### src/rtl/int_rs_cdb_snoop.sv
// Integer reservation station that snoops the two-slot CDB to wake up waiting operands.
// Optional macro RS_FLUSH_EN adds a flush port that empties all entries and the issue slot.
module int_rs_cdb_snoop #(
    parameter int DEPTH  = 4,
    parameter int TAG_W  = 4,
    parameter int DATA_W = 16,
    parameter int OP_W   = 4,
    localparam int IDX_W  = $clog2(DEPTH),
    localparam int SLOT_W = 1 + TAG_W + DATA_W
) (
    input  logic                clk,
    input  logic                rst,
    input  logic [2*SLOT_W-1:0] CDBData,
    input  logic                disp_valid,
    output logic                disp_ready,
    input  logic [OP_W-1:0]     disp_op,
    input  logic [TAG_W-1:0]    disp_dtag,
    input  logic                disp_a_rdy,
    input  logic [TAG_W-1:0]    disp_a_tag,
    input  logic [DATA_W-1:0]   disp_a_val,
    input  logic                disp_b_rdy,
    input  logic [TAG_W-1:0]    disp_b_tag,
    input  logic [DATA_W-1:0]   disp_b_val,
    output logic                iss_valid,
    input  logic                iss_ready,
    output logic [OP_W-1:0]     iss_op,
    output logic [DATA_W-1:0]   iss_a,
    output logic [DATA_W-1:0]   iss_b,
    output logic [TAG_W-1:0]    iss_dtag,
    output logic [IDX_W-1:0]    iss_entry,
    input  logic                clr_valid,
    input  logic [IDX_W-1:0]    clr_entry
`ifdef RS_FLUSH_EN
    ,
    input  logic                flush
`endif
);

    logic                flush_act;
`ifdef RS_FLUSH_EN
    assign flush_act = flush;
`else
    assign flush_act = 1'b0;
`endif

    logic [1:0]        s_valid;
    logic [TAG_W-1:0]  s_tag  [2];
    logic [DATA_W-1:0] s_data [2];

    genvar gi;
    generate
        for (gi = 0; gi < 2; gi++) begin : g_slot
            assign s_valid[gi] = CDBData[gi*SLOT_W + SLOT_W - 1];
            assign s_tag[gi]   = CDBData[gi*SLOT_W + DATA_W +: TAG_W];
            assign s_data[gi]  = CDBData[gi*SLOT_W +: DATA_W];
        end
    endgenerate

    function automatic logic cdb_hit(input logic [TAG_W-1:0] tag);
        return (s_valid[0] && s_tag[0] == tag) || (s_valid[1] && s_tag[1] == tag);
    endfunction

    // Slot 0 takes priority when both slots carry the same tag.
    function automatic logic [DATA_W-1:0] cdb_data(input logic [TAG_W-1:0] tag);
        return (s_valid[0] && s_tag[0] == tag) ? s_data[0] : s_data[1];
    endfunction

    logic              busy_reg   [DEPTH];
    logic              issued_reg [DEPTH];
    logic [OP_W-1:0]   op_reg     [DEPTH];
    logic [TAG_W-1:0]  dtag_reg   [DEPTH];
    logic              a_rdy_reg  [DEPTH];
    logic [TAG_W-1:0]  a_tag_reg  [DEPTH];
    logic [DATA_W-1:0] a_val_reg  [DEPTH];
    logic              b_rdy_reg  [DEPTH];
    logic [TAG_W-1:0]  b_tag_reg  [DEPTH];
    logic [DATA_W-1:0] b_val_reg  [DEPTH];

    logic [DEPTH-1:0]  busy_vec;
    logic [DEPTH-1:0]  elig_vec;
    logic [IDX_W-1:0]  free_idx;
    logic [IDX_W-1:0]  sel_idx;
    logic              disp_fire;
    logic              issue_load;

    logic              iss_valid_reg;
    logic [OP_W-1:0]   iss_op_reg;
    logic [DATA_W-1:0] iss_a_reg;
    logic [DATA_W-1:0] iss_b_reg;
    logic [TAG_W-1:0]  iss_dtag_reg;
    logic [IDX_W-1:0]  iss_entry_reg;

    // An entry being cleared this cycle is withheld from selection so clear wins over issue.
    generate
        for (gi = 0; gi < DEPTH; gi++) begin : g_vec
            assign busy_vec[gi] = busy_reg[gi];
            assign elig_vec[gi] = busy_reg[gi] && !issued_reg[gi] && a_rdy_reg[gi] && b_rdy_reg[gi]
                                  && !(clr_valid && clr_entry == IDX_W'(gi));
        end
    endgenerate

    always_comb begin
        free_idx = '0;
        sel_idx  = '0;
        for (int i = DEPTH - 1; i >= 0; i--) begin
            if (!busy_vec[i]) free_idx = IDX_W'(i);
            if (elig_vec[i])  sel_idx  = IDX_W'(i);
        end
    end

    assign disp_ready = |(~busy_vec);
    assign disp_fire  = disp_valid && disp_ready && !flush_act;
    assign issue_load = (!iss_valid_reg || iss_ready) && (|elig_vec) && !flush_act;

    generate
        for (gi = 0; gi < DEPTH; gi++) begin : g_entry
            logic disp_here;
            logic clr_here;
            logic iss_here;
            assign disp_here = disp_fire && free_idx == IDX_W'(gi);
            assign clr_here  = clr_valid && clr_entry == IDX_W'(gi) && busy_reg[gi];
            assign iss_here  = issue_load && sel_idx == IDX_W'(gi);

            always_ff @(posedge clk or posedge rst) begin
                if (rst) begin
                    busy_reg[gi]   <= 1'b0;
                    issued_reg[gi] <= 1'b0;
                    op_reg[gi]     <= '0;
                    dtag_reg[gi]   <= '0;
                    a_rdy_reg[gi]  <= 1'b0;
                    a_tag_reg[gi]  <= '0;
                    a_val_reg[gi]  <= '0;
                    b_rdy_reg[gi]  <= 1'b0;
                    b_tag_reg[gi]  <= '0;
                    b_val_reg[gi]  <= '0;
                end else if (flush_act || clr_here) begin
                    busy_reg[gi]   <= 1'b0;
                    issued_reg[gi] <= 1'b0;
                end else if (disp_here) begin
                    busy_reg[gi]   <= 1'b1;
                    issued_reg[gi] <= 1'b0;
                    op_reg[gi]     <= disp_op;
                    dtag_reg[gi]   <= disp_dtag;
                    a_tag_reg[gi]  <= disp_a_tag;
                    a_rdy_reg[gi]  <= disp_a_rdy || cdb_hit(disp_a_tag);
                    a_val_reg[gi]  <= disp_a_rdy ? disp_a_val : cdb_data(disp_a_tag);
                    b_tag_reg[gi]  <= disp_b_tag;
                    b_rdy_reg[gi]  <= disp_b_rdy || cdb_hit(disp_b_tag);
                    b_val_reg[gi]  <= disp_b_rdy ? disp_b_val : cdb_data(disp_b_tag);
                end else begin
                    if (iss_here) issued_reg[gi] <= 1'b1;
                    if (busy_reg[gi] && !a_rdy_reg[gi] && cdb_hit(a_tag_reg[gi])) begin
                        a_rdy_reg[gi] <= 1'b1;
                        a_val_reg[gi] <= cdb_data(a_tag_reg[gi]);
                    end
                    if (busy_reg[gi] && !b_rdy_reg[gi] && cdb_hit(b_tag_reg[gi])) begin
                        b_rdy_reg[gi] <= 1'b1;
                        b_val_reg[gi] <= cdb_data(b_tag_reg[gi]);
                    end
                end
            end
        end
    endgenerate

    always_ff @(posedge clk or posedge rst) begin
        if (rst) begin
            iss_valid_reg <= 1'b0;
            iss_op_reg    <= '0;
            iss_a_reg     <= '0;
            iss_b_reg     <= '0;
            iss_dtag_reg  <= '0;
            iss_entry_reg <= '0;
        end else if (flush_act) begin
            iss_valid_reg <= 1'b0;
        end else if (issue_load) begin
            iss_valid_reg <= 1'b1;
            iss_op_reg    <= op_reg[sel_idx];
            iss_a_reg     <= a_val_reg[sel_idx];
            iss_b_reg     <= b_val_reg[sel_idx];
            iss_dtag_reg  <= dtag_reg[sel_idx];
            iss_entry_reg <= sel_idx;
        end else if (iss_ready) begin
            iss_valid_reg <= 1'b0;
        end
    end

    assign iss_valid = iss_valid_reg;
    assign iss_op    = iss_op_reg;
    assign iss_a     = iss_a_reg;
    assign iss_b     = iss_b_reg;
    assign iss_dtag  = iss_dtag_reg;
    assign iss_entry = iss_entry_reg;

endmodule

### config.mk
export PLATFORM = sky130hd
export DESIGN_NAME = int_rs_cdb_snoop
export DESIGN_NICKNAME = d
export VERILOG_FILES = /design/src/rtl/int_rs_cdb_snoop.sv
export SDC_FILE = /design/constraint.sdc
export NUM_CORES = 1
export LEC_CHECK = 0
export ABC_AREA = 1
export CAP_MARGIN = 20
export CORE_MARGIN = 10
export CORE_UTILIZATION = 35
export DETAILED_ROUTE_END_ITERATION = 12
export DONT_BUFFER_PORTS = 1
export PLACE_DENSITY = 0.62
export SETUP_SLACK_MARGIN = 0.15
export SLEW_MARGIN = 30
export SYNTH_ARGS = -nofsm -noshare
export SYNTH_HDL_FRONTEND = slang
export SYNTH_SLANG_ARGS = --single-unit
### constraint.sdc
create_clock -name clk -period 8.4 [get_ports clk]
set_input_delay 1.68 -clock clk [delete_from_list [all_inputs] [get_ports clk]]
set_output_delay 1.68 -clock clk [all_outputs]
set_load 0.02 [all_outputs]
==> Yosys cells after proc, flatten, opt, wreduce, memory -nomap -nowiden <==
Cells that the tools add are included.
{ "word_totals": {"regBits": 251, "inputBits": 99, "output_inout_bits": 44, "wordCells": 302} }
{ "op_classes": {"n_lt_le_gt_ge": 1, "eq_ne": 29, "n_mux": 86, "n_bitwise": 6, "n_reduce_logical": 134} }
{ "ops": {"columns": ["operator", "n"], "rows": [
  ["two-way mux 16 bit", 32],
  ["== test 4 bit", 20],
  ["logical AND 1 bit", 70],
  ["binary-select mux 16 bit (select 2 bit)", 2],
  ["two-way mux 1 bit", 38],
  ["nonzero test 2 bit", 13],
  ["AND reduction 2 bit", 12],
  ["zero test 1 bit", 17],
  ["binary-select mux 4 bit (select 2 bit)", 2],
  ["two-way mux 2 bit", 8],
  ["two-way mux 4 bit", 4],
  ["logical OR 1 bit", 13],
  ["== test 2 bit, second input constant", 6],
  ["nonzero test 3 bit", 4],
  ["OR reduction 4 bit", 2],
  ["== test 2 x 1 -> 1 bit, second input constant", 3],
  ["zero test 2 bit", 3],
  ["NOT 1 bit", 4],
  ["NOT 4 bit", 1],
  [">= comparator 3 bit, second input constant", 1],
  ["NOT 2 -> 3 bit", 1]
]} }

==> Longest topological paths before layout <==
Gate-level depths: netlist (run 1).
{ "logic_depth": {"word_depth": 14, "ltp_mapped": 13, "ltp_nobuf": 12} }

==> Worst setup path before layout (run 1) <==
Ideal clock, no wire load.
{ "synth_timing": {"kind": "input-to-reg", "start": "in CDBData[16]", "end": "reg b_val_reg[49] (netlist name)", "setup_ns": 0.117, "t_arrival_ns": 2.810, "t_required_ns": 8.283, "setup_slack_ns": 5.472, "stages": 11, "n_path_buf": 1, "cell_sequence": "inv_2 > o21ai_1 > a21oi_2 > nand3_4 > nand2_1 > nand2_1 > nand2_4 > inv_2 > buf_6 > nand2_1 > nand2_1"} }
{ "synth_between": {"elab_chain_cells": 6, "elab_cells_between_ends": 13, "cone_classes": "eq/ne: 2; mux: 5; reduce/logical: 6"} }
{ "synth_rtl": {"columns": ["item", "line", "rtl"], "rows": [
  ["start, declared", "13", "input logic [2*SLOT_W-1:0] CDBData,"],
  ["== test 4 bit", "60, 65", null],
  ["logical AND 1 bit", "60, 65", null],
  ["logical OR 1 bit", "60", "return (s_valid[0] && s_tag[0] == tag) || (s_valid[1] && s_tag[1] == tag);"],
  ["logical AND 1 bit", "156", "if (busy_reg[gi] && !b_rdy_reg[gi] && cdb_hit(b_tag_reg[gi])) begin"],
  ["nonzero test 2 bit (no line)", null, null],
  ["AND reduction 2 bit (no line)", null, null],
  ["end signal, assigned by index", "149", "b_val_reg[gi] <= disp_b_rdy ? disp_b_val : cdb_data(disp_b_tag);"],
  ["end signal, assigned by index", "158", "b_val_reg[gi] <= cdb_data(b_tag_reg[gi]);"],
  ["end, declared", "77", "logic [DATA_W-1:0] b_val_reg [DEPTH];"]
]} }
Several ways; a longest one is shown, not always the timed one. The select of a mux whose other input is x is not followed.
A chain may end at the register's enable or synchronous reset.

==> Worst setup path in the final report (run 1) <==
{ "layout_timing": {"start": "in clr_entry[1]", "end": "reg iss_a_reg[4], in the netlist iss_a[4]"} }
{ "layout_between": {"elab_chain_cells": 12, "elab_cells_between_ends": 26, "cone_classes": "eq/ne: 3; mux: 7; bitwise: 1; reduce/logical: 15"} }
{ "layout_rtl": {"columns": ["item", "line", "rtl"], "rows": [
  ["start, declared", "32", "input logic [IDX_W-1:0] clr_entry"],
  ["== test 2 bit", "98", "&& !(clr_valid && clr_entry == IDX_W'(gi));"],
  ["logical AND 1 bit", "98", null],
  ["zero test 1 bit", "98", null],
  ["logical AND 1 bit", "98", null],
  ["two-way mux 2 bit (4 in a row)", "107", "if (elig_vec[i]) sel_idx = IDX_W'(i);"],
  ["NOT 2 -> 3 bit (not written as such)", "178", "iss_a_reg <= a_val_reg[sel_idx];"],
  ["binary-select mux 16 bit (select 2 bit)", "178", null],
  ["two-way mux 16 bit (not written as such) (2 in a row)", "178", null],
  ["end signal, assigned", "178", null],
  ["end, declared", "88", "logic [DATA_W-1:0] iss_a_reg;"]
]} }
Several ways; a longest one is shown, not always the timed one. The select of a mux whose other input is x is not followed.

==> results of run 1 <==
==> critical path, delay by kind of cell <==
family / cells / cell delay (ns)
compound gates: 2 / 0.99
simple gates: 5 / 0.63
buf+inv: 2 / 0.89
==> worst min path at each step <==
| stage | from | to | slack, ns |
|---|---|---|---|
| 2_1_floorplan | a_val_reg[32]$_DFFE_PP0P_ | a_val_reg[32]$_DFFE_PP0P_ | 0.44 |
| 3_3_place_gp | a_val_reg[44]$_DFFE_PP0P_ | a_val_reg[44]$_DFFE_PP0P_ | 0.45 |
| 3_5_place_dp | a_val_reg[39]$_DFFE_PP0P_ | a_val_reg[39]$_DFFE_PP0P_ | 0.46 |
| 4_1_cts | a_val_reg[39]$_DFFE_PP0P_ | a_val_reg[39]$_DFFE_PP0P_ | 0.47 |
| 5_1_grt | b_val_reg[33]$_DFFE_PP0P_ | b_val_reg[33]$_DFFE_PP0P_ | 0.49 |
| 6_report | a_val_reg[34]$_DFFE_PP0P_ | a_val_reg[34]$_DFFE_PP0P_ | 0.47 |
==> where the power goes <==
| part | internal, uW | switching, uW |
|---|---|---|
| Clock | 838 | 543 |
| Combinational | 883 | 2140 |
| Sequential | 1790 | 510 |
| Total | 3510 | 3200 |
==> cell type report <==
type,instances,area (um^2),share of cell area [%]
Antenna cell,1,2.502,0.01387
Timing Repair Buffer,17,156.4,0.8672
Multi-Input combinational cell,1934,9035,50.09
Inverter,204,769.5,4.266
Clock inverter,8,143.9,0.7978
Sequential cell,251,6281,34.82
Tap cell,615,769.5,4.266
Clock buffer,43,878.3,4.870
==> stage by stage <==
stage / util, % / instances / hold WS [ns] / instance area, um^2 / power, uW
after floorplan: - / 2554 / 0.4401 / 16830 / 4397
after global placement: 35.63 / 3020 / 0.4534 / 16980 / 5194
after detailed placement: 35.65 / 3020 / 0.4569 / 16990 / 5274
after CTS: 37.80 / 3071 / 0.4728 / 18010 / 6672
after global routing: 37.85 / 3072 / 0.4872 / 18030 / 7178
final: 37.85 / 3073 / 0.4720 / 18040 / 6710
==> cells by family (layout without fill, tap and decap cells) <==
group | after synthesis | after routing | synth area share [%]
flops | 251 | 251 | 37.33
xor+xnor | 15 | 15 | 0.7808
buf+inv | 369 | 272 | 9.280
simple gates | 1711 | 1711 | 46.04
compound gates | 208 | 208 | 6.566
other cells | 0 | 1 | 0
==> cell usage after synthesis, drive strengths merged (3+ instances only) <==
master,instances,area (um^2)
a21boi,3,37.54
a21oi,58,312.8
buf,99,548.0
clkbuf,66,247.7
clkinv,15,56.30
dfrtp,251,6281
inv,189,709.4
nand2,886,3431
nand3,430,2337
nand3b,38,285.3
nand4,100,631.9
nor2,251,1025
nor3,4,25.02
o21ai,137,689.4
o22ai,6,37.54
xnor2,6,52.55
xor2,9,78.83
==> per-layer routing <==
| metal | GRT usage (%) | vias up | routed length (um) |
|---|---|---|---|
| met5 | 0 | - | 23 |
| met4 | 6.560 | 4 | 1830 |
| met3 | 5.804 | 147 | 6885 |
| met2 | 35.51 | 906 | 29440 |
| met1 | 30.32 | 8453 | 28290 |
| li1 | - | 8013 | - |
==> results.md, run 1 <==
- Status: complete, no violations
- DR DRC count: 0
- Hold path cells: 2
- Grt total ovfl: 0
- # rows: 80
- CP arrival: 4.24 ns
- RSZ-0062 raised after global routing: no
- Synth Flop Type: dfrtp_1
- CTS tree: yes
- Final worst slack: 4.660 ns
- Setup slack after placement: 4.122 ns
- Crit path to: iss_a[4]$_DFFE_PP0P_
- First-pass GRT wire length: 101,900 um
- Setup violation total in the final timing report: 0
- Largest net degree at the start of global routing: 147
- Nets: 2,536
- Final period utilization: 44.53%
- Vias in the first global route: 16,380
- Share of cells above drive strength 1: 6.675%
- Hpwl dp: 44,950 um
- CTS buffer count: 29
- Via/cell ratio: 5.702
- Avg Cell Area, Syn: 6.588 um^2
- # hold bufs at CTS: 0
- Vias: 17,520
- Port Buf Inserts: 0
- Max Clock Freq: 0.2674 GHz
- Post-CTS Setup Repair Bufs: 0
- Crit-path max cell delay: 0.84 ns
- Die footprint: 57,250 um^2
- P_leak: 0.009230 uW
- Core Footprint: 47,650 um^2
- Synth unique cells: 39
- PD cells: 372.0 nW/um^2
- Crit Path Max Fanout: 82
- Sequential area share after synthesis: 37.33%
- FF+latch count, synth: 251
- EDFF count, synth: 0
- Max-Cap Viols: 0
- Post-synth ARST share: 100.0%
- Post-synthesis cell area: 16,830 um^2
- RePlAce Congestion: 0.9437
- Critical path type: in -> reg
- Cell mode on critical path: buf_4
- Initial Utilization: 35.32%
- Gate Count Post-Synth: 2,554
- Area growth, synth to finish: 7.190%
- Synth warn: 0
- Slew @ Worst Pin: 0.9862 ns
- Crit end category: register
- Maximum vdd drop: 0.2897 mV
- Most common cell after layout, fill and taps aside: nand2_1
- Iteration-0 DRC Markers: 2,046
- Origin of the worst setup path: clr_entry[1]
- Rel. slew slack: 34.26%
- Maximum clock path buffer count: 3
- Crit-path cells: nand3b_1, nand2_1, nor2_2, nor2_4, buf_4, a21boi_4, buf_4, nor2_1, a21oi_1
- Total track usage: 22.70%
- RR Startpoint: busy_reg[3]$_DFFE_PP0N_
- Synth Net Count: 2,653
- Clk_skew: 0.01280 ns
- Total wire length: 66,480 um
- Startpoint Class: input port
- Die X: 239.3 um
- Tmin final: 3.740 ns
- Fill count: 5,069
- WL/cell: 21.63 um
- Clock sink count: 251
- Max Slew Vio Count: 0
- R2R depth: 8
- Slowest CP cell: a21boi_4
- Root Buffer: clkbuf_16
- Clock edge transition at the registers on the reported setup and hold paths: 0.06 ns
- H-tree depth: 1
- Clk Latency, worst-skew pair: 0.58 ns
- Die span in y: 239.3 um
- Endpoints failing hold: 0
- R2r setup slk: 5.30 ns
- TNS Setup: 0 ns
- Routed Antenna Nets: 0
- Initial antenna violation count: 2
- Crit path required time: 8.90 ns
- HP Class: reg -> reg
- Boundary pin count: 143
- Reg2reg end: iss_a[4]$_DFFE_PP0P_
- DR pass1 iterations: 6
- Post-cts sizing count: 0
- Most frequent cells in the layout: nand2_1 (865), nand3_1 (402), dfrtp_1 (251)
Note: power is estimated with default switching activity, not from simulation.
==> inputs of run 2 (changes only) <==
--- a/config.mk
+++ b/config.mk
@@ -11,7 +11,7 @@
 export CORE_UTILIZATION = 35
 export DETAILED_ROUTE_END_ITERATION = 12
 export DONT_BUFFER_PORTS = 1
-export PLACE_DENSITY = 0.62
+export PLACE_DENSITY = 0.6
 export SETUP_SLACK_MARGIN = 0.15
 export SLEW_MARGIN = 30
 export SYNTH_ARGS = -nofsm -noshare
==> constraint.sdc (replaced) <==
create_clock -name clk -period 3.6 [get_ports clk]
set_input_delay 0.72 -clock clk [delete_from_list [all_inputs] [get_ports clk]]
set_output_delay 0.72 -clock clk [all_outputs]
set_load 0.02 [all_outputs]
==> results.md, run 2 (synthesis results as in run 1) <==
- Switching share of power: 47.41%
- Crit path required time: 4.11 ns
- CTS tree: yes
- # hold bufs at CTS: 0
- Clock sink count: 251
- HP Class: in -> async
- Max Clock Freq: 0.4033 GHz
- Int Power: 8340 uW
- Total track usage: 23.39%
- Logic gate share of total power: 45.5%
- Clk Latency, worst-skew pair: 0.59 ns
- Most common cell after layout, fill and taps aside: nand2_1
- DR DRC count: 0
- R2R depth: 8
- CTS buffer count: 29
- Area growth, synth to finish: 8.321%
- Core Footprint: 47,650 um^2
- WL/cell: 22.16 um
- Post-CTS Setup Repair Bufs: 0
- Clock power frac: 20.5%
- Post-cts sizing count: 0
- Maximum vdd drop: 0.4697 mV
- Port Buf Inserts: 0
- Crit end category: register
- Max-Cap Viols: 0
- R2r setup slk: 1.12 ns
- # rows: 80
- Most frequent cells in the layout: nand2_1 (865), nand3_1 (402), dfrtp_1 (251)
- Share of cells above drive strength 1: 7.460%
- N_diodes: 0
- CP arrival: 2.98 ns
- P_leak: 0.009330 uW
- Die footprint: 57,250 um^2
- Reg2reg end: iss_a[6]$_DFFE_PP0P_
- Largest net degree at the start of global routing: 108
- Origin of the worst setup path: busy_reg[3]$_DFFE_PP0N_
- First-pass GRT wire length: 104,000 um
- Setup violation total in the final timing report: 0
- Fin area: 18,230 um^2
- Nets: 2,557
- Status: complete, no violations
- RePlAce Congestion: 0.9854
- Sequential power share: 34.0%
- Die X: 239.3 um
- PD cells: 870.0 nW/um^2
- Root Buffer: clkbuf_16
- Routed Antenna Nets: 0
- Crit Path Max Fanout: 26
- Initial antenna violation count: 2
- DR pass1 iterations: 6
- Rel. slew slack: 38.66%
- Endpoints failing hold: 0
- Vias in the first global route: 16,380
- Clock edge transition at the registers on the reported setup and hold paths: 0.06 ns
- Via/cell ratio: 5.643
- Critical path type: reg -> reg
- Final period utilization: 68.87%
- End-of-flow core utilization: 38.25%
- Iteration-0 DRC Markers: 2,240
- Placed instance area: 17,200 um^2
- RR Startpoint: busy_reg[3]$_DFFE_PP0N_
- Hpwl dp: 47,500 um
- Maximum clock path buffer count: 3
- Max Slew Vio Count: 0
- Boundary pin count: 143
- Initial Utilization: 35.32%
- Die span in y: 239.3 um
- Clk_skew: 0.02009 ns
- Slew @ Worst Pin: 0.9168 ns
- Crit path to: iss_a[6]$_DFFE_PP0P_
- RSZ-0062 raised after global routing: no
- Vias: 17,470
- Tmin final: 2.479 ns
- Startpoint Class: register
- Total wire length: 68,590 um
- H-tree depth: 1
- Grt total ovfl: 0
- Switch Pwr: 7517 uW
-- run 2: cell count changes in the layout (fill, tap and decap cells not counted) --
cell and delta:
nand2_4 -2, buf_16 +1, clkinvlp_4 +1, buf_4 +19, diode_2 -1, buf_12 +2
clkbuf_8 -4, clkinv_2 +1, clkbuf_1 +2, buf_6 -1, bufinv_16 +1, clkinv_4 +1
nand2_2 +2
-- run 2: worst max-delay path, stage by stage (launching register included) --
cell      delay (ns)
dfrtp_1         0.51
nand4_1         0.15
nor2_2          0.22
nor2_4          0.14
buf_4           0.22
a21boi_4        0.44
buf_4           0.45
nor2_1          0.10
a21oi_1         0.13
-- run 2: worst min-delay path by stage --
stage,start,endpoint,slack [ns],cells past startpoint
after floorplan,a_val_reg[32]$_DFFE_PP0P_,a_val_reg[32]$_DFFE_PP0P_,0.44,2
after global placement,a_val_reg[43]$_DFFE_PP0P_,a_val_reg[43]$_DFFE_PP0P_,0.45,2
after detailed placement,a_val_reg[39]$_DFFE_PP0P_,a_val_reg[39]$_DFFE_PP0P_,0.46,2
after CTS,rst,iss_b[4]$_DFFE_PP0P_,0.15,2
after global routing,rst,iss_b[1]$_DFFE_PP0P_,0.15,2
final,rst,iss_b[1]$_DFFE_PP0P_,0.14,2
-- run 2: power groups by stage --
stage,combinational [uW],sequential (uW),clock (uW)
after floorplan,5170,5090,0
after global placement,6940,5400,0
after detailed placement,7070,5430,0
after CTS,7110,5390,3320
after global routing,7980,5550,3420
final,7210,5390,3260
-- run 2: layer usage --
| layer | global-route usage (%) | wire [um] | vias to the layer above |
|---|---|---|---|
| met5 | 0 | 29 | - |
| li1 | - | - | 8073 |
| met2 | 35.97 | 30070 | 928 |
| met4 | 7.409 | 1963 | 4 |
| met3 | 5.482 | 7302 | 129 |
| met1 | 31.81 | 29220 | 8332 |
-- run 2: area by class of cell --
type	count	area, um^2
sequential	251	6281
tap	615	769.5
inverter	204	769.5
timing repair buffer	38	355.3
clock buffer	41	830.8
multi-input combinational	1934	9025
clock inverter	12	195.2
fill	5016	29420
-- run 2: through the flow --
step,hold WS [ns],TNS (ns),instances,worst slack [ns],power [uW]
6_report,0.1380,0,3095,1.121,15860
5_1_grt,0.1530,0,3095,0.9356,16960
4_1_cts,0.1523,0,3095,1.130,15820
3_3_place_gp,0.4529,0,3041,0.9384,12340
2_1_floorplan,0.4401,-105.84,2554,-0.4217,10260
3_5_place_dp,0.4561,0,3042,0.9158,12500
